===== src/rtl/rv_pipe_pkg.sv =====
// Shared pipeline definitions for the RV front end: data width, the bubble
// instruction used by IF and the IF/ID register, and the fetch FSM states.
package rv_pipe_pkg;

  localparam int unsigned XLEN = 32;

  // andi x0,x0,0 -- architecturally a no-op, used wherever a bubble is needed.
  localparam logic [XLEN-1:0] NOP_INSTR = 32'h0000_7013;

  typedef enum logic [1:0] {
    IDLE    = 2'd0,
    FETCH   = 2'd1,
    VALID   = 2'd2,
    DISCARD = 2'd3
  } fetch_state_t;

endpackage : rv_pipe_pkg


===== src/rtl/if_fetch_unit.sv =====
// Instruction-fetch front end: owns the PC, runs a req/ack handshake to
// instruction memory and presents {pc, instr, valid} to the IF/ID register.
// A redirect that races an outstanding request parks the FSM in DISCARD so
// the stale response is swallowed rather than presented.
module if_fetch_unit
  import rv_pipe_pkg::XLEN, rv_pipe_pkg::fetch_state_t,
         rv_pipe_pkg::IDLE, rv_pipe_pkg::FETCH,
         rv_pipe_pkg::VALID, rv_pipe_pkg::DISCARD;
#(
  parameter logic [31:0] RESET_PC  = 32'h0000_0000,
  parameter logic [31:0] NOP_INSTR = rv_pipe_pkg::NOP_INSTR
) (
  input  logic            i_clk,
  input  logic            i_reset,
  input  logic            i_stall,
  input  logic            i_redirect,
  input  logic [XLEN-1:0] i_redirect_pc,
  output logic            o_imem_req,
  output logic [XLEN-1:0] o_imem_addr,
  input  logic            i_imem_ack,
  input  logic [XLEN-1:0] i_imem_rdata,
  output logic [XLEN-1:0] o_if_pc,
  output logic [XLEN-1:0] o_if_instr,
  output logic            o_if_valid
);

  fetch_state_t    state, state_next;
  logic [XLEN-1:0] pc, pc_next;
  logic [XLEN-1:0] req_addr;
  logic [XLEN-1:0] out_pc, out_instr;
  logic            out_valid;

  logic            enter_fetch;   // req_addr reloads from pc_next this edge
  logic            capture;       // latch the memory response into the outputs
  logic            retire;        // presented instruction leaves the outputs

  logic [XLEN-1:0] redirect_tgt;
  logic [XLEN-1:0] pc_inc;

  // Targets are always word aligned; the low two bits are simply discarded.
  assign redirect_tgt = {i_redirect_pc[XLEN-1:2], 2'b00};
  wire   unused_redirect_lsbs = ^i_redirect_pc[1:0];

  // Wraps modulo 2^32 by construction of the 32-bit add.
  assign pc_inc = pc + 32'd4;

  // Next-state, next-pc and output-update strobes for the fetch FSM.
  // NOTE: every signal written here gets a default first, so no path through
  // the case statement can leave one unassigned and infer a latch.
  always_comb begin
    state_next  = state;
    pc_next     = pc;
    enter_fetch = 1'b0;
    capture     = 1'b0;
    retire      = 1'b0;
    unique case (state)
      IDLE: begin
        state_next  = FETCH;
        enter_fetch = 1'b1;
      end
      FETCH: begin
        if (i_imem_ack && !i_redirect) begin
          state_next = VALID;
          capture    = 1'b1;
        end else if (i_imem_ack && i_redirect) begin
          // Response arrived together with the redirect: drop it and refetch.
          pc_next     = redirect_tgt;
          enter_fetch = 1'b1;
        end else if (i_redirect) begin
          // Request still in flight at the old address; wait it out.
          pc_next    = redirect_tgt;
          state_next = DISCARD;
        end
      end
      VALID: begin
        if (i_redirect) begin
          pc_next     = redirect_tgt;
          state_next  = FETCH;
          enter_fetch = 1'b1;
          retire      = 1'b1;
        end else if (!i_stall) begin
          pc_next     = pc_inc;
          state_next  = FETCH;
          enter_fetch = 1'b1;
          retire      = 1'b1;
        end
      end
      DISCARD: begin
        // Later redirects simply overwrite the pending target.
        if (i_redirect) begin
          pc_next = redirect_tgt;
        end
        if (i_imem_ack) begin
          state_next  = FETCH;
          enter_fetch = 1'b1;
        end
      end
      default: begin
        state_next = IDLE;
      end
    endcase
  end

  // State, pc, request address and presented-instruction registers.
  // NOTE: sequential state uses non-blocking assignments so every register
  // samples pre-edge values regardless of statement order.
  always_ff @(posedge i_clk or posedge i_reset) begin
    if (i_reset) begin
      state     <= IDLE;
      pc        <= RESET_PC;
      req_addr  <= RESET_PC;
      out_pc    <= RESET_PC;
      out_instr <= NOP_INSTR;
      out_valid <= 1'b0;
    end else begin
      state <= state_next;
      pc    <= pc_next;
      if (enter_fetch) begin
        req_addr <= pc_next;
      end
      if (capture) begin
        out_pc    <= req_addr;
        out_instr <= i_imem_rdata;
        out_valid <= 1'b1;
      end else if (retire) begin
        out_instr <= NOP_INSTR;
        out_valid <= 1'b0;
      end
    end
  end

  // Request is decoded from state so an asynchronous reset drops it at once.
  assign o_imem_req  = (state == FETCH) || (state == DISCARD);
  assign o_imem_addr = req_addr;
  assign o_if_pc     = out_pc;
  assign o_if_instr  = out_instr;
  assign o_if_valid  = out_valid;

endmodule : if_fetch_unit


===== config.mk =====
export PLATFORM = sky130hd
export DESIGN_NAME = if_fetch_unit
export DESIGN_NICKNAME = d
export VERILOG_FILES = /design/src/rtl/rv_pipe_pkg.sv /design/src/rtl/if_fetch_unit.sv
export SDC_FILE = /design/constraint.sdc
export NUM_CORES = 1
export LEC_CHECK = 0
export ABC_CLOCK_PERIOD_IN_PS = 5600
export CORE_MARGIN = 2
export CORE_UTILIZATION = 28
export CTS_CLUSTER_DIAMETER = 120
export DETAILED_ROUTE_END_ITERATION = 10
export PLACE_DENSITY = 0.47
export SETUP_SLACK_MARGIN = 0.1
export SLEW_MARGIN = 20
export SYNTH_ARGS = -nofsm -noshare
export SYNTH_HDL_FRONTEND = slang
export SYNTH_SLANG_ARGS = --single-unit

===== constraint.sdc =====
create_clock -name i_clk -period 5.6 [get_ports i_clk]
set_input_delay 1.12 -clock i_clk [delete_from_list [all_inputs] [get_ports i_clk]]
set_output_delay 1.12 -clock i_clk [all_outputs]
set_load 0.02 [all_outputs]

* Word-level counts from Yosys, hierarchy flattened
Index checks and enable logic that the tools add are counted.
** Operators by class
- $add $sub $neg :: 1
- Eq/ne operators :: 7
- Multiplexer cells :: 26
- Reductions and logical operators :: 7
** Operators with widths (number)
- 32-bit two-way mux :: 7
- 32-bit one-hot mux with 3 select lines :: 1
- 32-bit by 3-bit adder with 32-bit output (second input constant) :: 1
- 2-bit two-way mux :: 6
- 1-bit two-way mux :: 10
- 3-bit inequality test (second input constant) :: 3
- 2-bit one-hot mux with 4 select lines :: 1
- 2-bit == test (second input constant) :: 2
- 1-bit one-hot mux with 4 select lines :: 1
- 4-bit AND reduction :: 1
- 2-bit by 1-bit == test with 1-bit output (second input constant) :: 1
- 1-bit logical AND :: 2
- 2-bit logical NOT :: 1
- 2-bit inequality test (second input constant) :: 1
- 2-bit nonzero test :: 1
- 1-bit logical NOT :: 1
- 1-bit logical OR :: 1
** Storage, ports and cells
- Flip-flop bits (word level) :: 131
- Input port bits :: 69
- Output and inout bits :: 98
- Word-level logic and storage cells :: 47

* Logic depth before layout (Yosys ltp)
- Depth after elaboration :: 5
- Gate-level depth with buffers :: 9
- Depth with buffers taken out :: 6

* Worst setup path after synthesis
No wires, ideal clock.
- Kind :: in2reg
- Start point :: input i_stall
- End point :: register req_addr[15] (netlist: o_imem_addr[15])
- Setup time :: 0.125 ns
- Arrival time :: 2.475 ns
- Required time :: 5.475 ns
- Setup slack :: 3.000 ns
- Cell stages on the path :: 5
- Path buffers :: 1
- Path through :: nand4b_4 > or4_4 > buf_6 > o2111a_1 > mux2_4
** On the way
- Longest elaborated chain between the ends :: 3
- Elaborated cells between the ends (all ways) :: 6
- Classes of those cells :: 6 x mux
** Ends and longest elaborated chain
- start: declaration :: line if_fetch_unit.sv:15 : input logic i_stall,
- 32-bit two-way mux :: line if_fetch_unit.sv:81 : end else if (!i_stall) begin
- 32-bit two-way mux :: line if_fetch_unit.sv:76 : if (i_redirect) begin
- 32-bit one-hot mux with 3 select lines :: line if_fetch_unit.sv:56 : unique case (state)
- named net pc_next[15] :: line if_fetch_unit.sv:28 : logic [XLEN-1:0] pc, pc_next;
- end signal: assignment :: line if_fetch_unit.sv:119 : req_addr <= pc_next;
- end: declaration :: line if_fetch_unit.sv:29 : logic [XLEN-1:0] req_addr;
The timed path passes the listed nets, and every way through them passes these cells.
A chain may end at the register's enable or synchronous reset.

* Worst setup path after layout
- Start point :: input i_stall
- End point :: register req_addr[18] (netlist: o_imem_addr[18])
The elaborated chain is that of the path after synthesis.

==> impl_summary.md <==
Status
The flow ran to the end, and the final reports show no timing, DRC or antenna violations.

Synthesis
The average instance in the mapped netlist occupies just under 10 um2. The synthesized netlist occupies a cell area of ~0.0063 mm2. By instance count, the leading cell after synthesis is sky130_fd_sc_hd__nand2_1. Counting instances in the post-synthesis netlist gives the leading cell types as 149 x sky130_fd_sc_hd__nand2_1, 125 x sky130_fd_sc_hd__dfrtp_1, 50 x sky130_fd_sc_hd__nor2_1.

Counting flops and latches in the post-synthesis netlist gives ~130. Summing the sequential cell areas from Yosys gives a little over half of the chip area. Synthesis handed over a netlist of ~650 instances.

The cell type with the largest total area after synthesis is sky130_fd_sc_hd__dfrtp_1. In this run, synthesis inferred 0 flip-flops with an integrated enable. The top cell type's share of synthesized area is about half. In the synthesized netlist the dominant register cell turns out to be sky130_fd_sc_hd__dfrtp_1. Sorting the synthesized cells by area gives the leading types as sky130_fd_sc_hd__dfrtp_1 50%, sky130_fd_sc_hd__nand2_1 8.9%, sky130_fd_sc_hd__mux2_2 4.1%.

The number of warning messages in the yosys log is 0. The total nets after synthesis is 716. The fraction of synthesis flops using an asynchronous set or reset pin is 100%. The distinct cell type count of the synthesized netlist is 64.

Final layout
The antenna diode instance count is 0. The final layout contains between 800 and 900 nets. From synthesis to final layout, the design area changed by 41.0%. The filler cell count is approximately 2,100. The post-route netlist has between 10% and 20% of its cells at a drive strength greater than 1.

Critical path
The arrival time at the worst endpoint is 3.42 ns. The capture point of the worst path is o_imem_addr[18]. The startpoint of the most critical register-to-register path is state[1]. In this design, the critical path's most frequently occurring cell is sky130_fd_sc_hd__mux2_2.

The worst register-to-register path has a depth of 7. On the worst path, the slowest cell contributes a delay of roughly 0.60 ns. Tracing the worst setup path back leads to its startpoint at i_stall. The startpoint kind of the worst setup timing path is a primary input. The kind of end point of the critical path is a flop. The critical path required time is roughly 6.0 ns. The endpoint of the worst-slack reg-to-reg timing path is o_if_instr[5]. The maximum fanout encountered on the critical timing path is 12.

The slowest stage of the critical path is the sky130_fd_sc_hd__clkdlybuf4s50_1 cell. The kind of critical path is in -> reg. Walking the worst path, the cells encountered are clkdlybuf4s50_1, nand3b_1, nor4_4, mux2_2, o32ai_1, mux2_2.

The minimum setup slack among reg-to-reg paths is roughly 2.9 ns.

Die
The total die area is ~0.024 mm2. The number of placement rows is 54. The initial utilization of the core area, before any placement, comes to approximately 29%.

During I/O placement, the number of pins put on the boundary was approximately 170. The chip height is 154 um. After floorplanning, the core was sized to cover 0.0220 mm2.

The x dimension of the die is approximately 150 um.

Run
The number of maximum-capacitance constraint violations is 0.

Clocking
The number of clock sinks seen by CTS is between 100 and 150. The clock tree from TritonCTS is yes. After clock tree synthesis, the clock-pin slew on the worst setup and hold paths is roughly 0.060 ns.

The total number of H-tree levels is 4. Post-CTS timing repair inserted 0 buffers for setup. The number of buffers inserted by hold repair at cts is 0.

The clock buffer count from CTS is 17. The cell sitting at the root of the clock tree is a sky130_fd_sc_hd__clkbuf_16. The clock reaches the later pin of the worst-skew pair after roughly 0.42 ns. The maximum number of buffers from clock root to sink is 2. In this run, post-CTS repair resized a total of 0 instances.

STA
The count of endpoints failing hold in the final timing report is 0. The routed design could run at a clock period as short as slightly above 3 ns. The final count of pins violating max slew is 0. Headroom to the max-slew limit came out at 33.3%.

The part of the cycle the worst path needs is about 55%. Derived from the worst setup path, the maximum achievable clock frequency is about 330 MHz. Setup violations remaining at the end of the flow were counted as 0. The worst clock skew is between 0.01 and 0.015 ns. The final total negative setup slack is 0 ns. Setup repair after global routing left no endpoint under its margin. The slew at the pin with the worst max-slew slack is about 1.0 ns.

Detailed routing
The via density per instance is roughly 5. The detailed router placed between 5,000 and 6,000 vias in this run. The number of nets with antenna violations after routing is 0. The first-pass iteration count of the detailed router is 4. Summed over all layers, the routed wires come to 19,600 um. For this run, design rule violations remaining after detail routing come to 0. The wire length per cell is 18.1 um. The iteration-0 DRC count of the detailed router is between 300 and 400.

Global route
The total routing usage reported by global routing is approximately 17%. The wire length of the first global-routing pass is 31,400 um. The sum of overflow across all layers after global routing is 0. The largest net degree at the start of global routing is about 110. The via count of the first global-routing pass is around 5,600. The number of antenna violations at the first check in global routing is 1.

Placement
The detailed-placement wirelength estimate is 13,000 um. The routability-driven placement congestion ratio is 0.819. In this run the tool buffered the top-level ports with approximately 160 buffer cells.

Power
The standby leakage power is between 0.003 and 0.004 uW. The proportion of power drawn by flip-flops and latches is between 30% and 40%. The total power of the final layout is 3980 uW. The internal power of the cells totals around 2700 uW. The areal power density over the cells is ~450 mW/mm2. For this design the total switching power over the nets is about 1300 uW. The fraction of power spent switching nets is 32.4%.

IR analysis of the VDD net gives a maximum drop of 0.179 mV. Of the total power, combinational logic draws a little under a third. The share of total power dissipated in the clock network is roughly a third.

Hold path
The path class of the tightest hold or removal check is reg -> reg.
-- routing by layer --
layer | GRT usage [%] | vias to the layer above | routed length (um)
met5 | 0 | - | 11
met4 | 4.09 | 2 | 235
met3 | 5.02 | 17 | 1150
met2 | 26.8 | 175 | 8950
met1 | 22.4 | 2656 | 9250
li1 | - | 2621 | -
-- area by class of cell --
type / count / area, um2 / share of cell area (%)
clock buffer: 20 / 467 / 5.26
clock inverter: 12 / 226 / 2.55
tap: 280 / 350 / 3.95
timing repair buffer: 173 / 1710 / 19.3
sequential: 131 / 3290 / 37.0
multi-input combinational: 462 / 2800 / 31.5
inverter: 8 / 37.5 / 0.423
-- worst min-delay path by stage --
stage                     depth (start not counted)           to   startpoint  slack, ns
final                                             2  o_if_pc[10]  o_if_pc[10]       0.47
after global routing                              2  o_if_pc[20]  o_if_pc[20]       0.50
after CTS                                         2  o_if_pc[10]  o_if_pc[10]       0.48
after detailed placement                          2   o_if_pc[3]   o_if_pc[3]       0.46
after global placement                            2   o_if_pc[6]   o_if_pc[6]       0.46
after floorplan                                   1        pc[0]        pc[0]       0.44
-- registers in the layout (all words and copies together), names as in the netlist --
register     count
o_if_instr      32
o_if_pc         32
o_imem_addr     32
pc              32
state            2
o_if_valid       1
-- power by group through the flow --
| stage | logic, uW | clock network [uW] | registers [uW] |
|---|---|---|---|
| finish | 1260 | 1300 | 1410 |
| global route | 1360 | 1380 | 1450 |
| CTS | 1280 | 1340 | 1410 |
| detailed placement | 1270 | 0 | 1420 |
| global placement | 1260 | 0 | 1410 |
| floorplan | 410 | 0 | 1650 |
-- cells by family (layout without fill, tap and decap cells) --
family,count (synthesis),count (layout),synth area share [%]
AO/OA/AOI/OAI,150,150,17.5
XOR/XNOR,3,3,0.418
adder cells (fa/ha/maj),1,1,0.199
buffers and inverters,53,213,3.50
flip-flops,131,131,52.2
multiplexers,30,30,5.31
AND/OR/NAND/NOR,278,278,20.9
-- worst max-delay path, delay by kind of cell --
kind	cells	cell delay [ns]
AND/OR/NAND/NOR	2	0.85
AO/OA/AOI/OAI	1	0.23
buffers and inverters	1	0.60
multiplexers	2	0.62
-- layout by cell type, fill, tap and decap left out, types with 4 or more instances in the layout --
master | synthesis | layout
sky130_fd_sc_hd__and2_1 | 5 | 4
sky130_fd_sc_hd__a31oi_1 | 9 | 9
sky130_fd_sc_hd__a32o_1 | 5 | 5
sky130_fd_sc_hd__nor2_1 | 50 | 50
sky130_fd_sc_hd__o31ai_1 | 14 | 14
sky130_fd_sc_hd__o22a_1 | 7 | 7
sky130_fd_sc_hd__nor3_1 | 9 | 9
sky130_fd_sc_hd__nor4_1 | 8 | 8
sky130_fd_sc_hd__o211ai_1 | 6 | 6
sky130_fd_sc_hd__a21oi_1 | 16 | 16
sky130_fd_sc_hd__nand4_1 | 6 | 6
sky130_fd_sc_hd__o21ai_0 | 26 | 25
sky130_fd_sc_hd__o31a_1 | 5 | 5
sky130_fd_sc_hd__o22ai_1 | 7 | 7
sky130_fd_sc_hd__and4_1 | 6 | 6
sky130_fd_sc_hd__or3_1 | 5 | 5
sky130_fd_sc_hd__nand3_1 | 10 | 10
sky130_fd_sc_hd__nor2b_1 | 4 | 4
sky130_fd_sc_hd__a22o_1 | 26 | 26
sky130_fd_sc_hd__and3_1 | 6 | 6
sky130_fd_sc_hd__clkdlybuf4s50_1 | 0 | 163
sky130_fd_sc_hd__mux2_2 | 23 | 23
sky130_fd_sc_hd__dfrtp_1 | 125 | 125
sky130_fd_sc_hd__clkbuf_16 | 0 | 17
sky130_fd_sc_hd__nand2b_1 | 4 | 4
sky130_fd_sc_hd__buf_4 | 0 | 8
sky130_fd_sc_hd__dfstp_2 | 6 | 6
sky130_fd_sc_hd__inv_1 | 8 | 7
sky130_fd_sc_hd__mux2i_1 | 6 | 6
sky130_fd_sc_hd__bufinv_16 | 0 | 6
sky130_fd_sc_hd__nand2_1 | 149 | 148
-- metrics by stage --
step,std cells,worst slack (ns),hold slack [ns],utilization (%),area (um2)
finish,1086,2.55,0.475,40.4,8870
global route,1086,2.46,0.504,40.4,8870
CTS,1085,2.56,0.476,40.3,8860
detailed placement,1053,2.11,0.461,37.2,8160
global placement,1053,1.96,0.461,37.2,8160
floorplan,646,0.992,0.444,-,6290
Power figures use the tool's default switching activity.
